[config.mk]
export PLATFORM = sky130hd
export DESIGN_NAME = nbit_adder
export DESIGN_NICKNAME = d
export VERILOG_FILES = /design/src/rtl/nbit_adder_pkg.sv /design/src/rtl/nbit_adder_full_adder.sv /design/src/rtl/nbit_adder.sv
export SDC_FILE = /design/constraint.sdc
export NUM_CORES = 1
export LEC_CHECK = 0
export BUFFER_PORTS_ARGS = -buffer_cell sky130_fd_sc_hd__buf_2
export CAP_MARGIN = 30
export CORE_ASPECT_RATIO = 0.6
export CORE_MARGIN = 5
export CORE_UTILIZATION = 42
export CTS_CLUSTER_SIZE = 24
export DETAILED_ROUTE_END_ITERATION = 6
export GPL_ROUTABILITY_DRIVEN = 0
export PLACE_DENSITY = 0.88
export SYNTH_ARGS = -nofsm -noshare
export SYNTH_HDL_FRONTEND = slang
export SYNTH_HIERARCHICAL = 1
export SYNTH_SLANG_ARGS = --single-unit
[constraint.sdc]
create_clock -name clk -period 0.8 [get_ports clk]
set_clock_uncertainty 0.1 [all_clocks]
set_input_delay 0.12 -clock clk [delete_from_list [all_inputs] [get_ports clk]]
set_output_delay 0.12 -clock clk [all_outputs]
set_load 0.05 [all_outputs]
[src/rtl/nbit_adder_pkg.sv]
// Shared constants for the ripple-carry adder stage.
package nbit_adder_pkg;

    // Operand/result width used when the instantiating datapath does not override it.
    localparam int unsigned ADDER_WIDTH_DEFAULT = 32;

endpackage : nbit_adder_pkg

[src/rtl/nbit_adder_full_adder.sv]
// One-bit full adder: the building block of the ripple-carry chain.
module full_adder (
    input  logic a,
    input  logic b,
    input  logic cin,
    output logic s,
    output logic cout
);

    logic prop;

    // Propagate term shared by sum and carry.
    assign prop = a ^ b;

    // Sum bit.
    assign s = prop ^ cin;

    // Carry generated locally or propagated from below.
    assign cout = (a & b) | (cin & prop);

endmodule : full_adder

[src/rtl/nbit_adder.sv]
// Registered two-operand adder built from an explicit ripple-carry chain.
// Produces sum (mod 2^WIDTH), unsigned carry-out and signed overflow one
// clock after a valid strobe; flags hold their value while idle.
module nbit_adder
    import nbit_adder_pkg::*;
#(
    parameter int unsigned WIDTH = ADDER_WIDTH_DEFAULT
) (
    input  logic             clk,
    input  logic             rst_n,
    input  logic             in_valid,
    input  logic [WIDTH-1:0] input1,
    input  logic [WIDTH-1:0] input2,
    output logic [WIDTH-1:0] result,
    output logic             carry_out,
    output logic             overflow,
    output logic             out_valid
);

    localparam int unsigned MSB = WIDTH - 1;

    logic [WIDTH:0]   carry;
    logic [WIDTH-1:0] sum_c;
    logic             ovf_c;

    // The chain always starts with no carry in.
    assign carry[0] = 1'b0;

    // Ripple-carry chain: each stage's carry-out feeds the next stage's carry-in.
    for (genvar i = 0; i < int'(WIDTH); i++) begin : g_bit
        full_adder u_fa (
            .a    (input1[i]),
            .b    (input2[i]),
            .cin  (carry[i]),
            .s    (sum_c[i]),
            .cout (carry[i+1])
        );
    end

    // Signed overflow: like-signed operands whose sum flips sign.
    assign ovf_c = (input1[MSB] == input2[MSB]) && (sum_c[MSB] != input1[MSB]);

    // Output stage: capture on valid, hold data otherwise; valid is a one-cycle pulse per capture.
    always_ff @(posedge clk or negedge rst_n) begin
        if (!rst_n) begin
            result    <= '0;
            carry_out <= 1'b0;
            overflow  <= 1'b0;
            out_valid <= 1'b0;
        end else begin
            out_valid <= in_valid;
            if (in_valid) begin
                result    <= sum_c;
                carry_out <= carry[WIDTH];
                overflow  <= ovf_c;
            end
        end
    end

endmodule : nbit_adder

==> results of run 1 <==
## final timing paths
kind / startpoint / end / slack, ns / cells after the start
hold / removal: in_valid / carry_out / 0.10 / 2
hold reg to reg: result[24] / result[24] / 0.43 / 1
min in group asynchronous: rst_n / result[12] / 0.21 / 3
setup / recovery: input1[0] / overflow / -11.20 / 35
setup reg to reg: result[17] / result[17] / -0.23 / 2
max in group asynchronous: rst_n / result[30] / 0.08 / 3
## metal layers
layer,global-route usage (%),vias up,share of wire (%)
li1,-,607,-
met1,19.5,675,39
met2,26.5,69,50
met3,6.65,2,11
met4,1.49,0,0.18
met5,0,-,0
## stage by stage
stage	cell area [um2]	setup TNS [ns]	hold slack, ns	instances	total power [mW]
2_1_floorplan	2210	-198.41	-0.276	109	4.99
3_3_place_gp	2820	-206.73	-0.0112	276	5.91
3_5_place_dp	2820	-209.92	-0.0146	276	6.02
4_1_cts	3260	-208.17	0.101	295	8.52
5_1_grt	3280	-211.63	0.0991	297	8.93
6_report	3280	-207.18	0.104	297	8.48
## flip-flops by register name, summed over array words and instances, names as in the netlist
signal	flops
carry_out	1
result	32
overflow	1
out_valid	1
## cell families (layout without fill, tap and decap cells)
logic type	after synthesis	after routing	synth area share, %
buffers and inverters	4	129	3.41
muxes	33	33	22.8
AOI/OAI and AO/OA	1	1	0.299
adders and majority gates	32	32	30.6
other	1	1	0.179
DFF	35	35	41.8
and+or+nand+nor	3	3	0.956
## repair_timing
item                                    CTS  global route
buffers inserted                         10             2
endpoints found under the setup margin   69            69
hold buffers                              1             0
gates resized for setup                  75             0
hold endpoints to repair                 35             0
## cells in the mapped netlist (all sizes together)
library cell	count	area share, %
or3b	1	0.42
dfrtp	35	42
mux2	33	23
fa	32	31
buf	4	3.4
nand3b	1	0.36
conb	1	0.18
a31oi	1	0.30
nor2	1	0.18
## power by group through the flow
stage	logic, mW	registers [mW]	clock network [mW]
2_1_floorplan	0.975	4.02	0
3_3_place_gp	3.41	2.51	0
3_5_place_dp	3.49	2.53	0
4_1_cts	4.24	2.61	1.67
5_1_grt	4.48	2.68	1.77
6_report	4.25	2.61	1.61
## cell type report
type / count / area (um2) / share of cell area [%]
multi-input combinational: 70 / 1240 / 37.8
clock buffer: 6 / 82.6 / 2.52
tap: 63 / 78.8 / 2.40
timing repair buffer: 121 / 925 / 28.2
sequential: 35 / 918 / 28.0
clock inverter: 2 / 35.0 / 1.07
==> results.toml, run 1 <==
[floorplanning]
floorplan.die.width_um = 101
die_y_um = 64.7
core_region_area_um2 = 4710
floorplan.die_area_um2 = 6550
io-pin-count = 102
initial_cell_density_of_the_core_pct = 44.5
core.rowCount = 19

[run_status]
result_of_the_run = "complete, but fails checks"
failing_checks = "negative setup slack"

[global_routing]
first_global_vias = 1566
grt_max_degree = 23
grt_first_pass_wirelength_um = 7810
grt_overflow = 0
antenna_violations_before_repair = 0
grt_util_all_layers_pct = 15.7

[final_layout]
postLayoutCoreUtil_pct = 69.7
nets = 332
drive_gt1_share_pct = 96.6
most-common-layout-cells = "sky130_fd_sc_hd__buf_2, sky130_fd_sc_hd__dfrtp_2, sky130_fd_sc_hd__buf_6, sky130_fd_sc_hd__mux2_4, sky130_fd_sc_hd__fa_2"
antennaDiodeCount = 0
final_common_cell = "sky130_fd_sc_hd__buf_2"
area.growth.synth_to_final_pct = 56.6
fillers = 320

[drt]
antenna_left = 0
drt_iter0_markers = 19
drt-pass1-iter-count = 4
vias_per_cell = 4.56
post_dr_wirelength_cell_um = 16.6
routed_wl_um = 4920
route.vias.total = 1353
drc = 0

[yosys]
postSynthCellCount = 109
syn-cell-area_um2 = 2090
yosys.cell_types.count = 11
synth_seq_cells = 35
synth_seq_area_share_pct = 41.8
syn-mean-instance-area_um2 = 19.2
synthesis.yosys.warnings = 6
syn_nets = 208

[setup_path]
timing.critical_path.from_type = "primary input"
critical-path-slowest-cell = "sky130_fd_sc_hd__fa_1"
crit_arrival_ns = 12.10
critPathRequiredTime_ns = 0.90
timing.critical_path.slowest_cell_delay_ns = 0.51
critical-path-top-cell-by-count = "sky130_fd_sc_hd__fa_2"
worst-setup-path-type = "in2reg"
crit_family = "adder cells"
timing.critical_path.to_type = "flip-flop"
timing.critical_path.buf_inv = 1
cp_max_fo = 2

[cts]
cts_made_buffers = 5
cts_clock_pin_slew_for_the_worst_setup_and_hold_paths_ns = 0.07
max_h_tree_level = 2
ctsLongestPathBuffers = 2
clock_latency_ns = 0.27
cts_tree = "built"
clk_root_buffer_cell = "sky130_fd_sc_hd__clkbuf_8"
clock_sinks = 35

[placement]
port_buffers = 101
dp_hpwl_um = 3870
dp_slack_ns = -11.54

[job]
maxCapViolations = 0

[hold_path]
holdCritPathClass = "in2reg"

[power]
powerDensity_nw_per_um2 = 2580
power.sequential.fraction_pct = 30.8
total_leakage_power_nw = 1.51
combinationalPowerShare_pct = 50.2
switching_power_as_a_share_of_total_power_pct = 38.0
p_sw_mw = 3.22
irDropWorstVdd_v = 0.00143
power_frac_clock_pct = 19.0
p_int_mw = 5.25

[sta]
rsz_0062_raised_after_global_routing = "yes"
final_hold_viol_count = 0
worst_slack_ns = -11.20
final-setup-viol-count = 69
min_period_over_period_pct = 1500
fmaxAchievable_ghz = 0.0833
timing.final.crit_period_ns = 12.00
number_of_max_slew_violations_in_the_final_report = 0
Note: power is estimated with default switching activity, not from simulation.
==> run 2, diff against run 1 <==
==> constraint.sdc (replaced) <==
create_clock -name clk -period 0.8 [get_ports clk]
set_clock_uncertainty 0.1 [all_clocks]
set_input_delay 0.08 -clock clk [delete_from_list [all_inputs] [get_ports clk]]
set_output_delay 0.08 -clock clk [all_outputs]
set_load 0.05 [all_outputs]
==> run 2 against run 1 <==
Compared with the run above:
- the run still ends with negative setup slack left
- register-to-register slack improved by 0.02 ns
- die area did not move
- critical path depth did not move
- combinational power barely moved
- sequential cell count did not move
- hold slack got worse by 0.054 ns
- sequential power fell by 3%
- first-iteration DRC count fell by 16%
- wire length rose by 3.0%
- largest cell class unchanged
- largest power group unchanged
==> results.toml, run 2 (synthesis results as in run 1) <==
[drt]
route.vias.total = 1370
routed_wl_um = 5070
drc = 0
post_dr_wirelength_cell_um = 17.1
drt-pass1-iter-count = 4
vias_per_cell = 4.61
antenna_left = 0
drt_iter0_markers = 16

[final_layout]
nets = 332
area.growth.synth_to_final_pct = 53.9
drive_gt1_share_pct = 82.1
most-common-layout-cells = "sky130_fd_sc_hd__buf_2, sky130_fd_sc_hd__buf_6, sky130_fd_sc_hd__dfrtp_1, sky130_fd_sc_hd__mux2_4, sky130_fd_sc_hd__fa_2"
final_common_cell = "sky130_fd_sc_hd__buf_2"
regMostFlops = "result"
largest_register_ffs = 32
antennaDiodeCount = 0

[floorplanning]
core.rowCount = 19
core_region_area_um2 = 4710
die_y_um = 64.7
floorplan.die.width_um = 101
io-pin-count = 102
initial_cell_density_of_the_core_pct = 44.5
floorplan.die_area_um2 = 6550

[setup_path]
crit_family = "adder cells"
crit_arrival_ns = 12.12
crit_start = "input1[0]"
cp_max_fo = 2
timing.critical_path.to_type = "flip-flop"
timing.critical_path.from_type = "primary input"
worst-setup-path-type = "in2reg"
critical-path-slowest-cell = "sky130_fd_sc_hd__fa_1"
timing.critical_path.slowest_cell_delay_ns = 0.51
critical-path-top-cell-by-count = "sky130_fd_sc_hd__fa_2"
r2r_start = "result[31]"
critPathRequiredTime_ns = 0.90
timing.critical_path.buf_inv = 1

[sta]
rsz_0062_raised_after_global_routing = "yes"
tns_ns = -205.18
final-setup-viol-count = 69
final_hold_viol_count = 0
number_of_max_slew_violations_in_the_final_report = 0
fmaxAchievable_ghz = 0.0832
worst_slack_ns = -11.22
min_period_over_period_pct = 1500
timing.final.crit_period_ns = 12.02

[hold_path]
holdCritPathClass = "in2reg"
hp-start = "in_valid"

[power]
irDropWorstVdd_v = 0.00143
total_leakage_power_nw = 1.53
powerDensity_nw_per_um2 = 2520
power.total_mw = 8.13

[cts]
cts_clock_pin_slew_for_the_worst_setup_and_hold_paths_ns = 0.07
clk_root_buffer_cell = "sky130_fd_sc_hd__clkbuf_8"
cts_made_buffers = 5
ctsLongestPathBuffers = 2
clock_sinks = 35
cts_tree = "built"
max_h_tree_level = 2
clock_latency_ns = 0.27

[global_routing]
grt_first_pass_wirelength_um = 8090
first_global_vias = 1624
grt_max_degree = 36
grt_overflow = 0
globalRouteMet3Util_pct = 5.68
grt_most_used_layer = "met2"
use_met2_pct = 28.0
grt_util_all_layers_pct = 16.5
antenna_violations_before_repair = 0
global_route_met1_usage_pct = 20.7

[run_status]
result_of_the_run = "complete, but fails checks"
failing_checks = "negative setup slack"

[job]
maxCapViolations = 0

[placement]
dp_slack_ns = -11.52
dp_hpwl_um = 3720
port_buffers = 101
-- run 2: path summary, 6_finish.rpt --
kind                              endpoint  slack, ns  depth (start not counted)
worst min-delay path             out_valid       0.05                          2
max in group asynchronous        result[0]       0.21                          3
worst max-delay path              overflow     -11.22                         35
worst min register to register  result[27]       0.44                          1
min in group asynchronous        result[9]       0.19                          3
worst max register to register  result[31]      -0.21                          2
-- run 2: what timing repair did --
item	4_1_cts	5_1_grt
hold buffers	1	0
buffers inserted	10	3
endpoints found under the hold margin	35	0
pin swaps	0	0
gates resized for setup	74	2
setup endpoints to repair	69	69
-- run 2: cell type report --
cell class              instances  area, um2
clock buffers                   8        100
well taps                      63       78.8
flip-flops and latches         35        877
repair buffers                121        927
multi-input cells              70       1240
fillers                       336       1480
-- run 2: per-stage QoR --
stage	utilization [%]	hold slack [ns]	cell area (um2)	cells
after floorplan	-	-0.316	2170	109
after global placement	58.8	-0.0462	2770	275
after detailed placement	58.8	-0.0381	2770	275
after CTS	67.8	0.0418	3190	294
after global routing	68.5	0.0573	3220	297
final	68.5	0.0500	3220	297
-- run 2: metal layers --
metal / vias up / wire (um)
met3: 2 / 516
met4: 0 / 19
met5: - / 0
li1: 608 / -
met1: 689 / 1970
met2: 71 / 2560
-- run 2: report_power, final --
| part | switching [mW] | internal [mW] | total, mW |
|---|---|---|---|
| Sequential | 0.325 | 2.19 | 2.52 |
| Combinational | 2.28 | 1.94 | 4.22 |
| Clock | 0.602 | 0.786 | 1.39 |
| Total | 3.21 | 4.92 | 8.13 |
==> run 3, diff against run 2 <==
--- a/config.mk
+++ b/config.mk
@@ -7,13 +7,15 @@
 export LEC_CHECK = 0
 export BUFFER_PORTS_ARGS = -buffer_cell sky130_fd_sc_hd__buf_2
 export CAP_MARGIN = 30
+export CELL_PAD_IN_SITES_DETAIL_PLACEMENT = 0
+export CELL_PAD_IN_SITES_GLOBAL_PLACEMENT = 1
 export CORE_ASPECT_RATIO = 0.6
 export CORE_MARGIN = 5
-export CORE_UTILIZATION = 42
+export CORE_UTILIZATION = 33
 export CTS_CLUSTER_SIZE = 24
 export DETAILED_ROUTE_END_ITERATION = 6
 export GPL_ROUTABILITY_DRIVEN = 0
-export PLACE_DENSITY = 0.88
+export PLACE_DENSITY = 0.87
 export SYNTH_ARGS = -nofsm -noshare
 export SYNTH_HDL_FRONTEND = slang
 export SYNTH_HIERARCHICAL = 1
==> run 3 against run 2 <==
Compared with the run above:
- design area increased by 1.2%
- largest power group unchanged
- the run still ends with negative setup slack left
- global-route usage fell by 3.9 points
- sequential cell count is the same
- clock power is 13% lower
- hold slack better by 0.048 ns
- sequential power about the same
==> results.toml, run 3 (synthesis results as in run 1) <==
[hold_path]
hp-start = "input2[31]"
holdCritPathClass = "in2reg"

[final_layout]
largest_register_ffs = 32
multiInputGateArea_um2 = 1240
final_common_cell = "sky130_fd_sc_hd__buf_2"
regArea_um2 = 877
drive_gt1_share_pct = 81.8
fillers = 526
postLayoutCoreUtil_pct = 53.1
antennaDiodeCount = 0
nets = 340
area.growth.synth_to_final_pct = 55.7
most-common-layout-cells = "sky130_fd_sc_hd__buf_2, sky130_fd_sc_hd__buf_6, sky130_fd_sc_hd__dfrtp_1, sky130_fd_sc_hd__mux2_4, sky130_fd_sc_hd__fa_2"
regMostFlops = "result"

[sta]
number_of_max_slew_violations_in_the_final_report = 0
rsz_0062_raised_after_global_routing = "yes"
min_period_over_period_pct = 1490
fmaxAchievable_ghz = 0.0837
final_hold_viol_count = 0
final-setup-viol-count = 69
tns_ns = -203.75
timing.final.crit_period_ns = 11.95
final.hold.worst_slack_ns = 0.0975
worst_slack_ns = -11.15

[drt]
vias_per_cell = 4.23
routed_wl_um = 4910
drt-pass1-iter-count = 4
drc = 0
route.vias.total = 1378
drt_iter0_markers = 27
antenna_left = 0
post_dr_wirelength_cell_um = 15.1

[power]
total_leakage_power_nw = 1.55
powerDensity_nw_per_um2 = 2460
irDropWorstVdd_v = 0.00121

[setup_path]
timing.critical_path.to_type = "flip-flop"
worst-setup-path-type = "in2reg"
r2r_start = "result[23]"
critPathRequiredTime_ns = 0.91
timing.critical_path.from_type = "primary input"
critical-path-top-cell-by-count = "sky130_fd_sc_hd__fa_2"
crit_arrival_ns = 12.06
crit_start = "input1[0]"
critical-path-slowest-cell = "sky130_fd_sc_hd__fa_1"
cp_max_fo = 2
timing.critical_path.slowest_cell_delay_ns = 0.50

[placement]
port_buffers = 101
dp_hpwl_um = 3740

[cts]
max_h_tree_level = 2
ctsLongestPathBuffers = 2
clock_sinks = 35
cts_tree = "built"
clock_latency_ns = 0.28
cts_clock_pin_slew_for_the_worst_setup_and_hold_paths_ns = 0.07
cts_made_buffers = 5
clk_root_buffer_cell = "sky130_fd_sc_hd__clkbuf_8"

[global_routing]
grt_overflow = 0
grt_max_degree = 19
grt_first_pass_wirelength_um = 7970
first_global_vias = 1583
antenna_violations_before_repair = 0
grt_util_all_layers_pct = 12.7

[floorplanning]
floorplan.die_area_um2 = 8090
die_y_um = 71.7
initial_cell_density_of_the_core_pct = 34.1
core.rowCount = 22
core_region_area_um2 = 6140
floorplan.die.width_um = 113
io-pin-count = 102

[run_status]
failing_checks = "negative setup slack"
result_of_the_run = "complete, but fails checks"

[job]
maxCapViolations = 0
[run 3: changes by cell type in the layout (fill, tap and decap cells not counted)]
cell,change
sky130_fd_sc_hd__buf_2,+1
sky130_fd_sc_hd__buf_12,-2
sky130_fd_sc_hd__buf_6,-1
sky130_fd_sc_hd__dlygate4sd3_1,+1
sky130_fd_sc_hd__clkbuf_1,+1
sky130_fd_sc_hd__clkbuf_8,-2
sky130_fd_sc_hd__buf_4,+9
sky130_fd_sc_hd__clkinv_2,+1
[run 3: worst paths after layout]
kind | end | slack (ns) | depth (start not counted)
setup / recovery | overflow | -11.15 | 35
min in group asynchronous | result[28] | 0.22 | 3
setup reg to reg | result[23] | -0.22 | 2
max in group asynchronous | result[0] | 0.15 | 3
hold / removal | overflow | 0.1 | 4
hold reg to reg | result[0] | 0.43 | 1
[run 3: per-layer routing]
metal / wire length, um / track usage, %
met5: 0 / 0
met2: 2300 / 19.5
met1: 2100 / 16.3
met3: 452 / 5.06
met4: 51 / 4.53
[run 3: per-stage QoR]
stage               power [mW]  instances  worst slack [ns]  instance area, um2
finish                    8.02        326            -11.15                3260
global route              8.48        326            -11.44                3260
CTS                       8.00        321            -11.19                3220
detailed placement        5.87        299            -11.51                2790
global placement          5.82        299            -11.38                2790
floorplan                 4.90        109            -11.02                2170
[run 3: cell type report]
cell class	count	share of cell area (%)
sequential	35	26.9
clock inverter	1	0.153
timing repair buffer	129	29.4
multi-input combinational	70	38.0
clock buffer	7	2.34
tap	84	3.22
[run 3: worst max-delay path: cells and delay by family]
| family | cells | cell delay (ns) |
|---|---|---|
| fa+ha+maj | 32 | 11.37 |
| simple gates | 1 | 0.34 |
| compound gates | 1 | 0.15 |
| buf+inv | 1 | 0.09 |
[run 3: where the power goes]
part | leakage [nW] | internal (mW) | switching (mW) | total, mW
sequential | 0.408 | 2.19 | 0.331 | 2.52
clock | 0.0422 | 0.611 | 0.602 | 1.21
combinational | 1.10 | 2.00 | 2.28 | 4.28
total | 1.55 | 4.80 | 3.21 | 8.02
[run 3: timing repair]
item                       in CTS  in global routing
pin swaps                       0                  0
hold endpoints to repair       36                  0
setup endpoints to repair      69                 69
cloned                          0                  0
resized for setup              74                  1
buffers inserted               12                  5
hold buffers                    2                  0
